--- src/rtl/uart_tx_arbiter.sv ---
// uart_tx_arbiter: packet-level round-robin arbiter that shares one stream UART's byte input between N_REQ requesters.
// Latency: one bubble cycle per packet for arbitration, plus one header beat when UART_TX_ARBITER_HDR_EN is defined; data beats then pass through combinationally.
// Backpressure: out_ready_i drives the owner's in_ready_o directly. Only valid-low gaps count toward the timeout; ready-low stalls do not.
//
// Optional feature macro: UART_TX_ARBITER_HDR_EN. When it is defined, each packet is preceded by a header byte 8'hA0 | owner.
//
// Ports:
//   clk_i, rst_i            clock, asynchronous active-high reset
//   in_data_i/valid/last    per-requester byte stream (requester k owns in_data_i[8k+7:8k])
//   in_ready_o              per-requester ready; only the owner's bit can be set
//   out_data_o/valid/ready  byte stream to the UART input port
//   grant_o                 one-hot current owner, 0 when idle
//   busy_o                  high while a packet is in progress
//   timeout_o               one-cycle pulse when a stalled packet is aborted
module uart_tx_arbiter #(
  parameter int N_REQ   = 4,
  parameter int TIMEOUT = 1024,
  parameter int CNT_W   = (TIMEOUT < 1) ? 1 : $clog2(TIMEOUT + 1)
) (
  input  logic               clk_i,
  input  logic               rst_i,
  input  logic [N_REQ*8-1:0] in_data_i,
  input  logic [N_REQ-1:0]   in_valid_i,
  input  logic [N_REQ-1:0]   in_last_i,
  output logic [N_REQ-1:0]   in_ready_o,
  output logic [7:0]         out_data_o,
  output logic               out_valid_o,
  input  logic               out_ready_i,
  output logic [N_REQ-1:0]   grant_o,
  output logic               busy_o,
  output logic               timeout_o
);

  localparam int IDX_W = (N_REQ < 2) ? 1 : $clog2(N_REQ);

  typedef enum logic [1:0] {
    ST_IDLE = 2'd0,
    ST_DATA = 2'd1
`ifdef UART_TX_ARBITER_HDR_EN
    , ST_HDR = 2'd2
`endif
  } state_t;

  state_t             r_state;
  state_t             w_state_nxt;
  logic [N_REQ-1:0]   r_grant;
  logic [IDX_W-1:0]   r_owner;
  logic [IDX_W-1:0]   r_rr;
  logic [CNT_W-1:0]   r_cnt;

  logic               w_sel_vld;
  logic [IDX_W-1:0]   w_sel_idx;
  logic [IDX_W-1:0]   w_cand;
  logic               w_own_vld;
  logic               w_own_last;
  logic [7:0]         w_own_dat;
  logic               w_accept;
  logic               w_done;
  logic               w_expire;

  assign w_own_vld  = in_valid_i[r_owner];
  assign w_own_last = in_last_i[r_owner];
  assign w_own_dat  = in_data_i[{r_owner, 3'b000} +: 8];
  assign w_accept   = (r_state == ST_DATA) && w_own_vld && out_ready_i;
  assign w_done     = w_accept && w_own_last;
  assign grant_o    = r_grant;

  // Round-robin pick: first valid requester strictly after the last owner.
  always_comb begin
    w_sel_vld = 1'b0;
    w_sel_idx = '0;
    w_cand    = '0;
    for (int i = 1; i <= N_REQ; i++) begin
      w_cand = IDX_W'((int'(r_rr) + i) % N_REQ);
      if (!w_sel_vld && in_valid_i[w_cand]) begin
        w_sel_vld = 1'b1;
        w_sel_idx = w_cand;
      end
    end
  end

  // The counter holds the number of earlier consecutive valid-low cycles.
  // The abort therefore fires on the TIMEOUT-th such cycle itself.
  // A cycle with valid high is never an expiry, so a last beat always wins.
  generate
    if (TIMEOUT == 0) begin : g_no_timeout
      assign w_expire = 1'b0;
    end else begin : g_timeout
      localparam logic [CNT_W-1:0] LP_CNT_LAST = CNT_W'(TIMEOUT - 1);
      assign w_expire = (r_state == ST_DATA) && !w_own_vld && (r_cnt == LP_CNT_LAST);
    end
  endgenerate

  // FSM state register
  always_ff @(posedge clk_i or posedge rst_i) begin
    if (rst_i) begin
      r_state <= ST_IDLE;
    end else begin
      r_state <= w_state_nxt;
    end
  end

  // FSM next state
  always_comb begin
    w_state_nxt = r_state;
    case (r_state)
      ST_IDLE: begin
        if (w_sel_vld) begin
`ifdef UART_TX_ARBITER_HDR_EN
          w_state_nxt = ST_HDR;
`else
          w_state_nxt = ST_DATA;
`endif
        end
      end
`ifdef UART_TX_ARBITER_HDR_EN
      ST_HDR: begin
        if (out_ready_i) w_state_nxt = ST_DATA;
      end
`endif
      ST_DATA: begin
        if (w_done || w_expire) w_state_nxt = ST_IDLE;
      end
      default: w_state_nxt = ST_IDLE;
    endcase
  end

  // FSM outputs
  always_comb begin
    out_valid_o = 1'b0;
    out_data_o  = 8'h00;
    in_ready_o  = '0;
    timeout_o   = 1'b0;
    busy_o      = (r_state != ST_IDLE);
    case (r_state)
      ST_DATA: begin
        out_valid_o         = w_own_vld;
        out_data_o          = w_own_dat;
        in_ready_o[r_owner] = out_ready_i;
        timeout_o           = w_expire;
      end
`ifdef UART_TX_ARBITER_HDR_EN
      ST_HDR: begin
        out_valid_o = 1'b1;
        out_data_o  = 8'hA0 | 8'(r_owner);
      end
`endif
      default: begin
      end
    endcase
  end

  // Owner, grant and round-robin pointer
  always_ff @(posedge clk_i or posedge rst_i) begin
    if (rst_i) begin
      r_grant <= '0;
      r_owner <= '0;
      r_rr    <= IDX_W'(N_REQ - 1);
    end else if (r_state == ST_IDLE) begin
      if (w_sel_vld) begin
        r_owner <= w_sel_idx;
        r_grant <= {{(N_REQ-1){1'b0}}, 1'b1} << w_sel_idx;
      end
    end else if (w_done || w_expire) begin
      r_rr    <= r_owner;
      r_grant <= '0;
    end
  end

  // The counter is cleared outside DATA, so it always enters DATA at zero.
  // Backpressure (valid high, ready low) leaves it unchanged.
  always_ff @(posedge clk_i or posedge rst_i) begin
    if (rst_i) begin
      r_cnt <= '0;
    end else if ((r_state != ST_DATA) || w_accept || w_expire || (TIMEOUT == 0)) begin
      r_cnt <= '0;
    end else if (!w_own_vld) begin
      r_cnt <= r_cnt + 1'b1;
    end
  end

endmodule

--- config.mk ---
export PLATFORM = sky130hd
export DESIGN_NAME = uart_tx_arbiter
export DESIGN_NICKNAME = d
export VERILOG_FILES = /design/src/rtl/uart_tx_arbiter.sv
export SDC_FILE = /design/constraint.sdc
export NUM_CORES = 1
export LEC_CHECK = 0
export CORE_MARGIN = 1.5
export CORE_UTILIZATION = 30
export CTS_CLUSTER_SIZE = 14
export DETAILED_ROUTE_END_ITERATION = 8
export PLACE_DENSITY_LB_ADDON = 0.25
export SYNTH_ARGS = -nofsm -noshare
export SYNTH_HDL_FRONTEND = slang
export SYNTH_SLANG_ARGS = --single-unit
--- constraint.sdc ---
create_clock -name clk_i -period 5.2 [get_ports clk_i]
set_clock_uncertainty 0.15 [all_clocks]
set_input_delay 1.3 -clock clk_i [delete_from_list [all_inputs] [get_ports clk_i]]
set_output_delay 1.3 -clock clk_i [all_outputs]
set_load 0.05 [all_outputs]
==> flow_summary.json, run 1 <==
{
  "ctsResizeCount": 0,
  "die_w_um": 70.6,
  "outcome": "completed",
  "cp_max_fo": 15,
  "tightest_slew_ps": 756,
  "grt_pass1_wl_um": 5980,
  "end_kind": "output port",
  "first_pass_iters": 4,
  "route.detailed.drc": 0,
  "layout_commonest_cell": "clkdlybuf4s50_1",
  "initial_core_util_pct": 31.2,
  "hold_class": "register to register",
  "yosysUniqueCellTypes": 36,
  "coreArea_um2": 4380,
  "synth_mux_area_share_pct": 19.4,
  "max_slew_margin_pct": 49.6,
  "grt-ovfl-total": 0,
  "critPathKind": "input pin to output port",
  "syn_nets": 178,
  "cts_setup_buffers": 0,
  "drv_slew": 0,
  "final_cell_mix": "60 x clkdlybuf4s50_1, 18 x dfrtp_1, 15 x nor2_1",
  "grt_antenna_before_repair": 0,
  "cts_made_buffers": 3,
  "period_minus_slack_ps": 4830,
  "synth_compound_area_share_pct": 9.95,
  "grt_pass1_vias": 1314,
  "clockRootBuffer": "clkbuf_8",
  "yosysWarnings": 0,
  "synth_cells": 134,
  "placementRows": 24,
  "n_fill_cell": 415,
  "required_ps": 3750,
  "syn_avg_cell_area_um2": 10.2,
  "layout-drive-gt1-share_pct": 11.5,
  "diodes": 0,
  "dieArea_um2": 4980,
  "syn_to_final_growth_pct": 51.5,
  "finalCritPeriodShare_pct": 92.9,
  "rsz0062_at_grt": "false",
  "ys_seq_area_share_pct": 36.7,
  "finalHoldViolations": 0,
  "fmax_mhz": 207,
  "synthAdderAreaFrac_pct": 0.913,
  "synthArstFlopShare_pct": 100,
  "path_clk_slew_ps": 70,
  "synth_seq_cells": 20,
  "ir_drop_mv": 0.267,
  "worstSkewPairLatency_ps": 260,
  "synthSimpleGateAreaFrac_pct": 23.9,
  "numPortBuffers": 61,
  "synth_top_family_by_area": "simple AND/OR/NAND/NOR gates",
  "synth_area_um2": 1370,
  "gp_congestion": 0.807,
  "synth_edf_count": 0,
  "tritoncts": "yes",
  "startpoint_type": "input pin",
  "vias": 1267,
  "dp.cells": 240,
  "drt-vias-per-instance": 5.19,
  "totalNegativeSetupSlack_ps": 0,
  "hold_buffers": 0,
  "wl_um": 3520,
  "drtIter0Drc": 33,
  "ys.flop_type": "dfrtp_1",
  "grt_max_degree": 21,
  "fin_cells": 244,
  "power.density_nw_per_um2": 515,
  "nets": 237,
  "design.portCount": 62,
  "synth_xor_xnor_area_share_pct": 5.75,
  "die_y_um": 70.6,
  "grt_usage_pct": 15.0,
  "p_leak_nw": 0.809,
  "dp_hpwl_um": 2770,
  "drv_cap": 0,
  "ant_nets": 0,
  "clockBufferDepth": 2,
  "setup_viol": 0,
  "wire_per_inst_um": 14.4,
  "numClockSinks": 20,
  "htree_levels": 1,
  "crit_arrival_ps": 3380
}
[worst max-delay path, stage by stage]
cell and delay (ps):
clkdlybuf4s50_1 490, mux4_2 660, and2_1 220, clkdlybuf4s50_1 700
[final cells by class]
cell class,count,area (um^2),share of cell area (%)
multi-input cells,104,821,39.5
repair buffers,61,621,29.9
flip-flops and latches,20,503,24.2
well taps,52,65.1,3.13
clock buffers,4,55.1,2.65
inverters,3,11.3,0.542
[worst paths after layout]
kind	start	end	slack [ps]	cells after the start
worst max-delay path	in_valid_i[3]	out_valid_o	370	4
worst min-delay path	r_cnt[10]	r_cnt[10]	390	1
worst max register to register	r_owner[1]	r_rr[0]	2430	4
worst min register to register	r_cnt[10]	r_cnt[10]	390	1
max in group asynchronous	rst_i	r_cnt[4]	3110	2
min in group asynchronous	rst_i	grant_o[3]	1320	2
[through the flow]
stage	instance area, um^2	hold WS (ps)	util, %	total power, mW	worst slack, ps
finish	2080	390	47.3	1.07	371
global route	2080	413	47.3	1.14	264
CTS	2080	391	47.3	1.08	364
detailed placement	2020	371	46.1	0.961	365
global placement	2020	361	46.1	0.952	387
floorplan	1370	340	-	0.759	189
[Yosys cell counts (2+ instances only)]
| master | count | area, um^2 |
|---|---|---|
| dfstp_2 | 2 | 52.6 |
| a21oi_1 | 3 | 15.0 |
| nor4_1 | 5 | 31.3 |
| o32ai_1 | 4 | 35.0 |
| clkbuf_1 | 5 | 18.8 |
| xnor2_1 | 6 | 52.6 |
| mux4_2 | 10 | 225 |
| and2_1 | 9 | 56.3 |
| nand3_1 | 2 | 10.0 |
| xor2_1 | 3 | 26.3 |
| mux2_4 | 2 | 30.0 |
| a21o_1 | 2 | 15.0 |
| nand2_1 | 14 | 52.6 |
| nor2b_1 | 2 | 12.5 |
| nand4b_1 | 2 | 17.5 |
| nand2b_1 | 4 | 25.0 |
| nor2_1 | 15 | 56.3 |
| nand4_1 | 2 | 12.5 |
| nor3_1 | 4 | 20.0 |
| o21ai_0 | 3 | 15.0 |
| inv_1 | 3 | 11.3 |
| dfrtp_1 | 18 | 450 |
[flip-flops by register name, indices dropped and copies added (netlist names)]
signal   flops
grant_o      4
r_cnt       11
r_state      1
r_rr         2
r_owner      2
[cells by family after synthesis]
family,count (synthesis)
adders and majority gates,1
AOI/OAI and AO/OA,18
muxes,13
buffers and inverters,10
DFF,20
xor gates and xnor gates,9
and+or+nand+nor,63
[metal layers]
| metal | track usage (%) | part of all wire [%] | vias to the layer above | wire (um) |
|---|---|---|---|---|
| li1 | - | - | 609 | - |
| met1 | 17.2 | 41 | 597 | 1440 |
| met2 | 26.4 | 49 | 55 | 1740 |
| met3 | 4.56 | 7.9 | 6 | 279 |
| met4 | 5.24 | 1.6 | 0 | 55 |
| met5 | 0 | 0 | - | 0 |
[where the power goes]
| part | leakage, nW | internal, mW | switching [mW] |
|---|---|---|---|
| logic | 0.520 | 0.289 | 0.381 |
| clock network | 0.0288 | 0.0674 | 0.0513 |
| registers | 0.260 | 0.199 | 0.0809 |
| total | 0.809 | 0.555 | 0.513 |
Note: power is estimated with default switching activity, not from simulation.
==> run 2, diff against run 1 <==
==> constraint.sdc (replaced) <==
create_clock -name clk_i -period 5.25 [get_ports clk_i]
set_clock_uncertainty 0.15 [all_clocks]
set_input_delay 1.3125 -clock clk_i [delete_from_list [all_inputs] [get_ports clk_i]]
set_output_delay 1.3125 -clock clk_i [all_outputs]
set_load 0.05 [all_outputs]
==> run 2 against run 1 <==
Global-route usage rose by 0.064 points; power rose by 2.5%; non-clock buffer count did not move; utilization rose by 0.37 points; worst hold slack improved by 0.73 ps; first-iteration DRC count fell by 24%; register-to-register slack improved by 50 ps; cell area rose by 0.78%; clock power rose by 30%; flip-flop and latch count did not move; worst setup slack improved by 18 ps; via count fell by 1.3%; critical path type unchanged.
==> flow_summary.json, run 2 (synthesis gave the netlist of run 1 again) <==
{
  "dieArea_um2": 4980,
  "numClockSinks": 20,
  "ir_drop_mv": 0.268,
  "largest_reg_flops": 11,
  "ant_nets": 0,
  "cts_made_buffers": 3,
  "fmax_mhz": 206,
  "layout-drive-gt1-share_pct": 11.5,
  "clockBufferDepth": 2,
  "r2r-end": "r_rr[0]",
  "top_usage_layer": "met2",
  "layout_setup_ws_ps": 389,
  "drv_slew": 0,
  "layout_commonest_cell": "clkdlybuf4s50_1",
  "setup_viol": 0,
  "crit_chain": "clkdlybuf4s50_1 > mux4_2 > and2_1 > clkdlybuf4s50_1",
  "crit_arrival_ps": 3400,
  "grt_pass1_wl_um": 6020,
  "n_fill_cell": 413,
  "drtIter0Drc": 25,
  "power.density_nw_per_um2": 523,
  "numPortBuffers": 61,
  "clockRootBuffer": "clkbuf_8",
  "placementRows": 24,
  "rsz0062_at_grt": "false",
  "placed_area_um2": 2020,
  "hold_buffers": 0,
  "gp_congestion": 0.806,
  "wire_per_inst_um": 14.0,
  "design.portCount": 62,
  "grt-ovfl-total": 0,
  "r2r-start": "r_owner[1]",
  "post-route-util_pct": 47.7,
  "die_w_um": 70.6,
  "max_stage_delay_ps": 700,
  "place_ws_ps": 383,
  "fin_area_um2": 2090,
  "outcome": "completed",
  "grt_pass1_vias": 1283,
  "met2_usage_pct": 25.7,
  "ctsResizeCount": 0,
  "reg2reg_depth": 4,
  "grt_max_degree": 21,
  "finalCritPeriodShare_pct": 92.6,
  "drt-vias-per-instance": 5.13,
  "hold_class": "register to register",
  "path_clk_slew_ps": 70,
  "regMostFlops": "r_cnt",
  "syn_to_final_growth_pct": 52.7,
  "cp_max_fo": 15,
  "reg2reg_slack_ps": 2480,
  "critPathKind": "input pin to output port",
  "route.detailed.drc": 0,
  "coreArea_um2": 4380,
  "required_ps": 3790,
  "final_cell_mix": "60 x clkdlybuf4s50_1, 18 x dfrtp_1, 15 x nor2_1",
  "drv_cap": 0,
  "initial_core_util_pct": 31.2,
  "end_kind": "output port",
  "vias": 1251,
  "finalHoldViolations": 0,
  "gr-usage-met1_pct": 17.8,
  "use_met3_pct": 4.56,
  "max_slew_margin_pct": 51.5,
  "hp-start": "r_cnt[10]",
  "startpoint_type": "input pin",
  "cp_common_cell": "clkdlybuf4s50_1",
  "wl_um": 3410,
  "first_pass_iters": 4,
  "cts_setup_buffers": 0,
  "min_to": "r_cnt[10]",
  "nets": 237,
  "totalNegativeSetupSlack_ps": 0,
  "die_y_um": 70.6,
  "slowest_stage": "clkdlybuf4s50_1",
  "worstSkewPairLatency_ps": 270,
  "grt_usage_pct": 15.0,
  "finalPower_mw": 1.09,
  "grt_antenna_before_repair": 0,
  "htree_levels": 1,
  "tritoncts": "yes",
  "period_minus_slack_ps": 4860,
  "min_path_cells": 1,
  "diodes": 0,
  "p_leak_nw": 0.816,
  "dp_hpwl_um": 2680,
  "tightest_slew_ps": 727
}
run 2: worst max-delay path by stage:
| stage | slack (ps) | end | startpoint | depth (start not counted) |
|---|---|---|---|---|
| after detailed placement | 380 | out_valid_o | in_valid_i[3] | 4 |
| after CTS | 390 | out_valid_o | in_valid_i[3] | 4 |
| after floorplan | 210 | timeout_o | in_valid_i[3] | 3 |
| final | 390 | out_valid_o | in_valid_i[3] | 4 |
| after global placement | 410 | out_valid_o | in_valid_i[3] | 4 |
| after global routing | 300 | out_valid_o | in_valid_i[0] | 4 |
run 2: stage by stage:
stage,hold slack [ps],instances
after detailed placement,371,240
after CTS,391,244
after global routing,414,244
after global placement,361,240
after floorplan,340,134
final,390,244
run 2: area by class of cell:
type,instances,area [um^2],share of cell area (%)
clock buffers,3,41.3,1.97
clock inverters,1,30.0,1.44
inverters,3,11.3,0.538
multi-input cells,104,821,39.2
flip-flops and latches,20,503,24.0
well taps,52,65.1,3.11
repair buffers,61,621,29.7
run 2: worst max-delay path, delay by kind of cell:
| family | cells | cell delay [ps] |
|---|---|---|
| and+or+nand+nor | 1 | 220 |
| muxes | 1 | 670 |
| buffers and inverters | 2 | 1190 |
run 2: metal layers:
layer | vias up | wire (um)
li1 | 609 | -
met1 | 586 | 1370
met2 | 49 | 1700
met3 | 7 | 278
met4 | 0 | 68
met5 | - | 0
run 2: where the power goes:
part	switching [mW]	internal (mW)
logic	0.378	0.286
clock network	0.0530	0.102
registers	0.0783	0.197
total	0.510	0.585
==> run 3, diff against run 2 <==
--- a/config.mk
+++ b/config.mk
@@ -7,7 +7,7 @@
 export LEC_CHECK = 0
 export CORE_MARGIN = 1.5
 export CORE_UTILIZATION = 30
-export CTS_CLUSTER_SIZE = 14
+export CTS_CLUSTER_SIZE = 24
 export DETAILED_ROUTE_END_ITERATION = 8
 export PLACE_DENSITY_LB_ADDON = 0.25
 export SYNTH_ARGS = -nofsm -noshare
==> results of run 3 <==
The final DEF is identical to that of run 2; final timing and power are the same.
